$ cat src/rtl/player_link_decoder_pkg.sv
// player_link_decoder_pkg: command byte field positions, lane defaults and UART receiver state encoding
package player_link_decoder_pkg;
  localparam int BIT_GAME_RESET = 7;
  localparam int BIT_RESERVED = 6;
  localparam int BIT_FIRING = 5;
  localparam int BIT_PROJ_TYPE = 4;
  localparam int LANE_MSB = 3;
  localparam int NUM_LANES_DEF = 9;
  localparam int CENTER_LANE_DEF = 5;
  typedef enum logic [2:0] {IDLE, START, DATA, STOP, BREAK} rx_state_e;
endpackage

$ cat src/rtl/player_link_decoder_uart_rx_core.sv
// uart_rx_core: 8N1 LSB-first receiver; clk, rst (async active-low), rx -> data byte, 1-cycle valid, 1-cycle stop_err
module uart_rx_core import player_link_decoder_pkg::*; #(
  parameter int CLKS_PER_BIT = 868
) (
  input  logic       clk,
  input  logic       rst,
  input  logic       rx,
  output logic [7:0] data,
  output logic       valid,
  output logic       stop_err
);
  localparam int CW = $clog2(CLKS_PER_BIT + 1);
  localparam logic [CW-1:0] LAST = CW'(CLKS_PER_BIT - 1);
  localparam logic [CW-1:0] MID = CW'(CLKS_PER_BIT / 2 - 1);
  rx_state_e state, state_d;
  logic [CW-1:0] cnt, cnt_d;
  logic [2:0] idx, idx_d;
  logic [7:0] sh_d;
  logic s1, rxs, valid_d, err_d;
  always_comb begin
    state_d = state;
    cnt_d = cnt + 1'b1;
    idx_d = idx;
    sh_d = data;
    valid_d = 1'b0;
    err_d = 1'b0;
    case (state)
      IDLE: begin
        cnt_d = '0;
        state_d = rxs ? IDLE : START;
      end
      START: if (cnt == MID) begin
        cnt_d = '0;
        idx_d = '0;
        state_d = rxs ? IDLE : DATA;
      end
      DATA: if (cnt == LAST) begin
        cnt_d = '0;
        sh_d = {rxs, data[7:1]};
        idx_d = idx + 3'd1;
        state_d = idx == 3'd7 ? STOP : DATA;
      end
      STOP: if (cnt == LAST) begin
        cnt_d = '0;
        valid_d = rxs;
        err_d = !rxs;
        state_d = rxs ? IDLE : BREAK;
      end
      BREAK: begin
        cnt_d = '0;
        state_d = rxs ? IDLE : BREAK;
      end
      default: state_d = IDLE;
    endcase
  end
  always_ff @(posedge clk or negedge rst)
    if (!rst) begin
      s1 <= 1'b1;
      rxs <= 1'b1;
      state <= IDLE;
      cnt <= '0;
      idx <= '0;
      data <= '0;
      valid <= 1'b0;
      stop_err <= 1'b0;
    end else begin
      s1 <= rx;
      rxs <= s1;
      state <= state_d;
      cnt <= cnt_d;
      idx <= idx_d;
      data <= sh_d;
      valid <= valid_d;
      stop_err <= err_d;
    end
endmodule

$ cat src/rtl/player_link_decoder.sv
// player_link_decoder: UART player command decoder; clk, rst (async active-low), rx -> lane/proj_type/firing state, fire_pulse/game_reset/byte_valid/frame_err pulses, err_count
module player_link_decoder import player_link_decoder_pkg::*; #(
  parameter int CLKS_PER_BIT = 868,
  parameter int NUM_LANES = NUM_LANES_DEF,
  parameter int CENTER_LANE = CENTER_LANE_DEF
) (
  input  logic       clk,
  input  logic       rst,
  input  logic       rx,
  output logic [3:0] lane,
  output logic       proj_type,
  output logic       firing,
  output logic       fire_pulse,
  output logic       game_reset,
  output logic       byte_valid,
  output logic       frame_err,
  output logic [7:0] err_count
);
  localparam logic [3:0] NL = 4'(NUM_LANES);
  localparam logic [3:0] CL = 4'(CENTER_LANE);
  logic [7:0] rx_byte;
  logic [3:0] code, new_lane;
  logic rx_valid, stop_err, is_gr, reject, accept, err, new_fire, new_pt;
  uart_rx_core #(.CLKS_PER_BIT(CLKS_PER_BIT)) u_rx (
    .clk(clk),
    .rst(rst),
    .rx(rx),
    .data(rx_byte),
    .valid(rx_valid),
    .stop_err(stop_err)
  );
  always_comb begin
    code = rx_byte[LANE_MSB:0];
    is_gr = rx_byte[BIT_GAME_RESET];
    reject = rx_valid && (rx_byte[BIT_RESERVED] || (!is_gr && code > NL));
    accept = rx_valid && !reject;
    err = stop_err || reject;
    new_lane = (is_gr || code == 4'd0) ? CL : code;
    new_fire = !is_gr && rx_byte[BIT_FIRING];
    new_pt = !is_gr && rx_byte[BIT_PROJ_TYPE];
  end
  always_ff @(posedge clk or negedge rst)
    if (!rst) begin
      lane <= CL;
      firing <= 1'b0;
      proj_type <= 1'b0;
      fire_pulse <= 1'b0;
      game_reset <= 1'b0;
      byte_valid <= 1'b0;
      frame_err <= 1'b0;
      err_count <= '0;
    end else begin
      lane <= accept ? new_lane : lane;
      firing <= accept ? new_fire : firing;
      proj_type <= accept ? new_pt : proj_type;
      fire_pulse <= accept && !firing && new_fire;
      game_reset <= accept && is_gr;
      byte_valid <= accept;
      frame_err <= err;
      err_count <= (err && err_count != 8'hFF) ? err_count + 8'd1 : err_count;
    end
endmodule
$ cat config.mk
export PLATFORM = sky130hd
export DESIGN_NAME = player_link_decoder
export DESIGN_NICKNAME = d
export VERILOG_FILES = /design/src/rtl/player_link_decoder_pkg.sv /design/src/rtl/player_link_decoder_uart_rx_core.sv /design/src/rtl/player_link_decoder.sv
export SDC_FILE = /design/constraint.sdc
export NUM_CORES = 1
export LEC_CHECK = 0
export CAP_MARGIN = 15
export CORE_MARGIN = 2
export CORE_UTILIZATION = 50
export DETAILED_ROUTE_END_ITERATION = 10
export PLACE_DENSITY = 0.71
export SYNTH_ARGS = -nofsm -noshare
export SYNTH_HDL_FRONTEND = slang
export SYNTH_SLANG_ARGS = --single-unit
$ cat constraint.sdc
create_clock -name clk -period 2.8 [get_ports clk]
set_input_delay 0.42 -clock clk [delete_from_list [all_inputs] [get_ports clk]]
set_output_delay 0.42 -clock clk [all_outputs]
set_load 0.01 [all_outputs]
==> reports/metrics.sh, run 1 <==
POST-ROUTE-MIN-PERIOD_PS=2090
FINALWIRELENGTH_MM=3.58
FINAL_MIN_PERIOD_OVER_CLOCK_PERIOD_PCT=74.6
SYNTH_ENABLE_FLOP_CELLS=0
SYNTH_CELLS=186
FLOORPLAN.CORE_AREA_MM2=0.00400
SYNTH.YOSYS.SEQ_AREA_SHARE_PCT=55.7
NETLIST-CELL-TYPE-COUNT=41
WORST-PATH-STAGES=4
CTS-RESIZED-GATES=0
ANTENNA_VIOLATIONS_BEFORE_REPAIR=0
PATH_CELLS='or4b_4 -> or3_4 -> nor2_8 -> mux2_4'
ANTENNA_CELLS_INSERTED=0
PATH_CLASS='flip-flop to flip-flop'
H-TREE-DEPTH=2
GRT-OVFL-TOTAL=0
P_PER_AREA_mW_PER_MM2=450
STARTPOINT='u_rx.cnt[3]'
CTS.SINK_COUNT=46
STD_CELL_ROWS=23
SYNTH.YOSYS.WARNINGS=0
WORST_PIN_SLEW_PS=983
WIRE_LENGTH_OF_THE_FIRST_GLOBAL_ROUTING_PASS_MM=6.03
CLK_PATH_BUF_DEPTH=2
ASYNC_FLOP_SHARE_PCT=100
TIMING.FINAL.HOLD_VIOLATIONS=0
AREA_DELTA_SYNTH_FINAL_PCT=16.9
OUTCOME='finished, final reports clean'
WEIGHTED_CONGESTION_REPORTED_AT_THE_END_OF_ROUTABILITY_DRIVEN_PLACEMENT=0.964
CRITPATHCAPTURE='u_rx.data[0]'
DETAILEDROUTE.FIRSTPASSITERATIONCOUNT=4
CRIT_BUF_INV=0
CRIT-REG2REG-LAUNCH='u_rx.cnt[3]'
WORSTPATHREQUIRED_PS=2980
CTSROOTBUFFERMASTER='clkbuf_8'
STARTPOINT_TYPE_OF_THE_WORST_SETUP_PATH='flip-flop'
IO_BUFFERS=20
TIMING.FINAL.MAX_SLEW_VIOLATIONS=0
DOMINANTREGCELLSYNTH='dfrtp_1'
CRITICAL_PATH_PEAK_FANOUT=8
NUM-FILL-CELLS=333
TIMING.SLEW.HEADROOM_PCT=34.5
DRCVIOLATIONCOUNT=0
DIE_WIDTH_UM=68.4
SETUP_VIOL=0
HPWLAFTERDP_MM=2.50
FINAL_WORST_HOLD_SLACK_PS=274
LAYOUT-DRIVE-GT1-SHARE_PCT=12.2
HOLD_BUFFERS=0
ACHIEVABLE-FREQUENCY_GHz=0.479
SYNTHESIS.AREA_MM2=0.00208
VIASPERCELL=5.61
R2R_SETUP_SLACK_PS=710
IOS=21
INITIAL_CORE_UTIL_PCT=51.9
VIAS=1475
POSTCTSSETUPBUFFERS=0
NETSWITCHINGFRACTION_PCT=22.4
CLOCK_LATENCY_PS=300
P_INT_mW=0.847
CLKSLEWWORSTSETUPHOLDPATHS_PS=100
FINAL_NETS=220
ROUTE.DETAILED.WL_PER_INST_UM=13.6
ARRIVAL_PS=2270
SYNTH-SEQ-CELLS=46
CELLLEAKAGEPOWER_nW=1.10
CRITICAL-PATH-MAX-STAGE-DELAY_PS=570
FIN_SETUP_TNS_PS=0
DIE_H_UM=68.4
SYN_AVG_CELL_AREA_UM2=11.2
DIEAREA_MM2=0.00468
GRT_PASS1_VIAS=1374
REG2REG_DEPTH=4
GRT_UTIL_ALL_LAYERS_PCT=17.5
GRT_SETUP_UNREPAIRED='no'
ANTENNA_VIOLATING_NETS_POST_ROUTE=0
MAX_CAPACITANCE_VIOLATION_COUNT=0
P_COMB_SHARE_PCT=1.4
SHARE_SEQ_OF_TOTAL_POWER_PCT=61.1
CTS_MADE_BUFFERS=5
REPORT.POWER.TOTAL_mW=1.09
REGAREA_MM2=0.00116
FIN_WORST_SKEW_PS=10.9
MIN-DELAY-PATH-CLASS='primary input to async pin'
CP_TOP_FAMILY='simple AND/OR/NAND/NOR gates'
IR_WORST_VDD_uV=304
CLOCKPOWERSHARE_PCT=37.5
TRITONCTS_CLOCK_TREE='built'
DPL-INSTANCE-AREA_MM2=0.00233
CRITPATHSLOWESTCELL='or4b_4'
FINALINSTANCEAREA_MM2=0.00243
AREA_OF_THE_MULTI_INPUT_GATES_UM2=882
POWER_SWITCHING_mW=0.245
SETUP.WORST_PATH.END_CLASS='flip-flop'
REG2REG_TO='u_rx.data[0]'
DRC_MARKER_COUNT_FROM_THE_FIRST_DETAILED_ROUTE_ITERATION=59
GRT_START_MAX_NET_PINS=47
SYNTH_FP_NETS=194
## worst min path at each step
stage	cells past startpoint	to	start
2_1_floorplan	0	byte_valid	rst
3_3_place_gp	0	u_rx.rxs	u_rx.s1
3_5_place_dp	0	u_rx.rxs	u_rx.s1
4_1_cts	1	lane[1]	rst
5_1_grt	1	u_rx.data[2]	rst
6_report	1	lane[1]	rst
## routing by layer
metal	global-route usage (%)	up-vias	share of wire [%]
met2	27.6	37	48
li1	-	706	-
met4	6.75	0	0.67
met5	0	-	0
met1	22.5	728	47
met3	5.10	4	4.3
## per-stage QoR
| step | utilization [%] | worst slack [ps] | instances |
|---|---|---|---|
| floorplan | - | 797 | 186 |
| CTS | 60.7 | 703 | 263 |
| detailed placement | 58.3 | 724 | 255 |
| global placement | 58.3 | 759 | 255 |
| global route | 60.7 | 659 | 263 |
| finish | 60.7 | 712 | 263 |
## area by class of cell
class | instances | share of cell area [%]
timing repair buffer | 21 | 8.35
inverter | 8 | 1.24
sequential | 46 | 47.7
clock inverter | 3 | 0.980
multi-input combinational | 130 | 36.4
tap | 50 | 2.58
clock buffer | 5 | 2.84
## registers in the layout (all words and copies together), names as in the netlist, 3 cells and up
name and flops:
u_rx.state 3, u_rx.idx 3, err_count 8, lane 4, u_rx.cnt 10, u_rx.data 8
## cells in the final DEF, fill, tap and decap left out, types with 2 or more instances in the layout
cell	netlist	layout
a21oi_1	6	6
a22oi_1	2	2
a31oi_1	2	2
clkbuf_8	0	5
clkdlybuf4s50_1	0	19
clkinvlp_4	0	2
dfrtp_1	42	42
dfstp_2	4	4
ha_1	5	5
inv_1	8	8
mux2_4	6	6
mux2i_1	3	3
nand2_1	18	18
nand3_1	9	9
nand4_1	2	2
nor2_1	24	24
nor3_1	4	4
nor4_1	3	3
nor4b_1	2	2
o211ai_1	2	2
o21ai_0	7	7
o2bb2ai_1	3	3
xnor2_1	3	3
xor2_1	10	10
## power groups by stage
stage / registers [mW] / logic [mW] / clock network (mW)
2_1_floorplan: 0.681 / 0.000796 / 0
3_3_place_gp: 0.681 / 0.0156 / 0
3_5_place_dp: 0.681 / 0.0161 / 0
4_1_cts: 0.668 / 0.0161 / 0.422
5_1_grt: 0.668 / 0.0178 / 0.459
6_report: 0.668 / 0.0149 / 0.409
## cell families after synthesis
family / share of synthesized area [%]
and+or+nand+nor: 18.8
AOI/OAI and AO/OA: 8.86
adders and majority gates: 3.01
buffers and inverters: 1.81
DFF: 55.7
muxes: 6.33
xor gates and xnor gates: 5.49
## worst reg2reg max path: stages, from the launching register on
cell	delay, ps
dfrtp_1	450
or4b_4	570
or3_4	440
nor2_8	200
mux2_4	320
## synth_stat cells, types with 3 or more instances
cell       number  area share, %
dfrtp_1        42             51
nor2_1         24            4.3
nand2_1        18            3.3
xor2_1         10            4.2
nand3_1         9            2.2
inv_1           8            1.4
o21ai_0         7            1.7
a21oi_1         6            1.4
mux2_4          6            4.3
ha_1            5            3.0
dfstp_2         4            5.1
nor3_1          4           0.96
mux2i_1         3            1.4
nor4_1          3           0.90
o2bb2ai_1       3            1.3
xnor2_1         3            1.3
No activity file was read; power rests on OpenSTA's default activity.
==> run 2: changes to the inputs <==
Settings changed: PLACE_DENSITY 0.71 to 0.74.
Clock period 2.8 ns to 1.9 ns, I/O delays scaled along.
==> reports/metrics.sh, run 2 (synthesis gave the netlist of run 1 again) <==
TRITONCTS_CLOCK_TREE='built'
TIMING.SLEW.HEADROOM_PCT=62.7  # +28 points
MAX_CAPACITANCE_VIOLATION_COUNT=0  # unchanged
CRIT_BUF_INV=1  # +1
CTS_MADE_BUFFERS=5  # unchanged
HOLD_BUFFERS=0  # unchanged
IOS=21  # unchanged
FINALWIRELENGTH_MM=4.01  # +12%
LARGEST_REGISTERS='u_rx.cnt (10), err_count (8), u_rx.data (8)'
CLKSLEWWORSTSETUPHOLDPATHS_PS=80  # -20 ps
WEIGHTED_CONGESTION_REPORTED_AT_THE_END_OF_ROUTABILITY_DRIVEN_PLACEMENT=0.966  # +0.25%
CRITPATHSLOWESTCELL='or4b_4'
DIE_H_UM=68.4  # unchanged
PATH_CELLS='or4b_4 -> or3_4 -> nor2_8 -> buf_6 -> mux2i_2'
LARGEST_REG_FLOPS=10  # unchanged
HPWLAFTERDP_MM=2.75  # +10%
CLOCK_LATENCY_PS=300  # about the same
FINAL_MIN_PERIOD_OVER_CLOCK_PERIOD_PCT=102  # +27 points
WORSTPATHREQUIRED_PS=2120  # -860 ps
GRT_UTIL_ALL_LAYERS_PCT=19.0  # +1.6 points
POSTCTSSETUPBUFFERS=0  # unchanged
CTS.SINK_COUNT=46  # unchanged
DIE_WIDTH_UM=68.4  # unchanged
ACHIEVABLE-FREQUENCY_GHz=0.517  # +8.0%
DP.CELLS=268  # +5.1%
STD_CELL_ROWS=23  # unchanged
PATH_CLASS='flip-flop to flip-flop'
ROUTE.DETAILED.WL_PER_INST_UM=14.5  # +6.6%
FIN_WORST_SKEW_PS=9.10  # -1.78 ps
OUTCOME='finished with violations'
GRT_PASS1_VIAS=1526  # +11%
CTSROOTBUFFERMASTER='clkbuf_8'
FINAL_CRITICAL_PATH_SETUP_SLACK_PS=-33.2  # -746 ps
WIRE_LENGTH_OF_THE_FIRST_GLOBAL_ROUTING_PASS_MM=6.51  # +8.0%
STARTPOINT_TYPE_OF_THE_WORST_SETUP_PATH='flip-flop'
LAYOUT.CELLS.MOST_COMMON='dfrtp_1'
SETUP.WORST_PATH.END_CLASS='flip-flop'
CELLLEAKAGEPOWER_nW=1.17  # +6.7%
DRC_MARKER_COUNT_FROM_THE_FIRST_DETAILED_ROUTE_ITERATION=58  # -1.7%
CP_TOP_FAMILY='simple AND/OR/NAND/NOR gates'
GRT_START_MAX_NET_PINS=47  # unchanged
DETAILEDROUTE.FIRSTPASSITERATIONCOUNT=5  # +1
POST-ROUTE-MIN-PERIOD_PS=1930  # -154 ps
TOP_REGISTER='u_rx.cnt'
P_PER_AREA_mW_PER_MM2=621  # +38%
COMMONEST_CELLS_AFTER_ROUTING_FILL_AND_TAPS_ASIDE='dfrtp_1 (42), nor2_1 (24), clkdlybuf4s50_1 (19)'
LAYOUT-DRIVE-GT1-SHARE_PCT=18.1  # +5.9 points
CRITICAL_PATH_PEAK_FANOUT=7  # -1
INITIAL_CORE_UTIL_PCT=51.9  # unchanged
WORST_PIN_SLEW_PS=559  # -424 ps
ANTENNA_VIOLATIONS_BEFORE_REPAIR=0  # unchanged
FLOORPLAN.CORE_AREA_MM2=0.00400  # unchanged
FINAL_CELL_COUNT_NO_FILL=276  # +4.9%
GRT-OVFL-TOTAL=0  # unchanged
DRCVIOLATIONCOUNT=0  # unchanged
CLK_PATH_BUF_DEPTH=2  # unchanged
TIMING.FINAL.HOLD_VIOLATIONS=0  # unchanged
SETUP_VIOL=7  # +7
IR_WORST_VDD_uV=551  # +81%
MIN-DELAY-PATH-CLASS='primary input to async pin'
IO_BUFFERS=20  # unchanged
CRITICAL-PATH-MAX-STAGE-DELAY_PS=550  # -20 ps
FINAL_NETS=233  # +5.9%
H-TREE-DEPTH=2  # unchanged
VIOLATIONS='setup timing'
AREA_DELTA_SYNTH_FINAL_PCT=23.0
DIEAREA_MM2=0.00468  # unchanged
VIAS=1554  # +5.4%
TIMING.FINAL.MAX_SLEW_VIOLATIONS=0  # unchanged
PRE_CTS_WS_PS=-31.7  # -756 ps
ANTENNA_CELLS_INSERTED=0  # unchanged
GRT_SETUP_UNREPAIRED='yes'
ARRIVAL_PS=2150  # -120 ps
VIASPERCELL=5.63  # +0.39%
ANTENNA_VIOLATING_NETS_POST_ROUTE=0  # unchanged
## run 2: area by class of cell
cell class	count	area [µm²]
Inverter	8	30.0
Tap cell	50	62.6
Sequential cell	46	1160
Clock buffer	6	72.6
Multi-Input combinational cell	130	913
Fill cell	306	1450
Clock inverter	2	13.8
Timing Repair Buffer	34	304
## run 2: worst reg2reg max path: stages, from the launching register on
cell and delay, ps:
dfrtp_1 390, or4b_4 550, or3_4 390, nor2_8 190
buf_6 140, mux2i_2 210
## run 2: metrics by stage
stage	hold WS (ps)	instance area (µm²)	total power, mW	util [%]	setup TNS (ps)
final	61.3	2550	1.58	63.8	-193
after global routing	103	2550	1.64	63.8	-645
after CTS	76.6	2530	1.60	63.2	-242
after detailed placement	348	2430	1.03	60.8	-200
after global placement	347	2430	1.03	60.8	0
after floorplan	-10.6	2080	1.00	-	-377
## run 2: final timing paths
check                      depth (start not counted)  slack (ps)           end           from
max in group asynchronous                          2        1460   u_rx.cnt[8]            rst
min reg2reg                                        0         360      u_rx.rxs        u_rx.s1
max                                                5         -30  u_rx.data[6]  u_rx.state[2]
min                                                2          60   u_rx.idx[0]            rst
min in group clk                                   0         360      u_rx.rxs        u_rx.s1
max reg2reg                                        5         -30  u_rx.data[6]  u_rx.state[2]
## run 2: metal layers
metal  vias to the layer above  share of wire, %  global-route usage [%]
met5                         -                 0                       0
met1                       758                41                    21.5
li1                        732                 -                       -
met4                         0               2.6                    9.75
met3                        12               4.5                    4.44
met2                        52                51                    33.3
## run 2: timing repair
| action | CTS | global route |
|---|---|---|
| resized for setup | 2 | 4 |
| setup endpoints to repair | 12 | 22 |
| pin swaps | 1 | 1 |
## run 2: where the power goes
group / switching [mW] / internal [mW] / leakage, nW
Combinational: 0.0195 / 0.00423 / 0.511
Clock: 0.317 / 0.259 / 0.0452
Sequential: 0.00193 / 0.982 / 0.614
==> run 3: changes to the inputs <==
Settings changed: CTS_CLUSTER_DIAMETER set to 120.
==> results of run 3 <==
Final layout, timing and power as in run 2 (identical DEF).
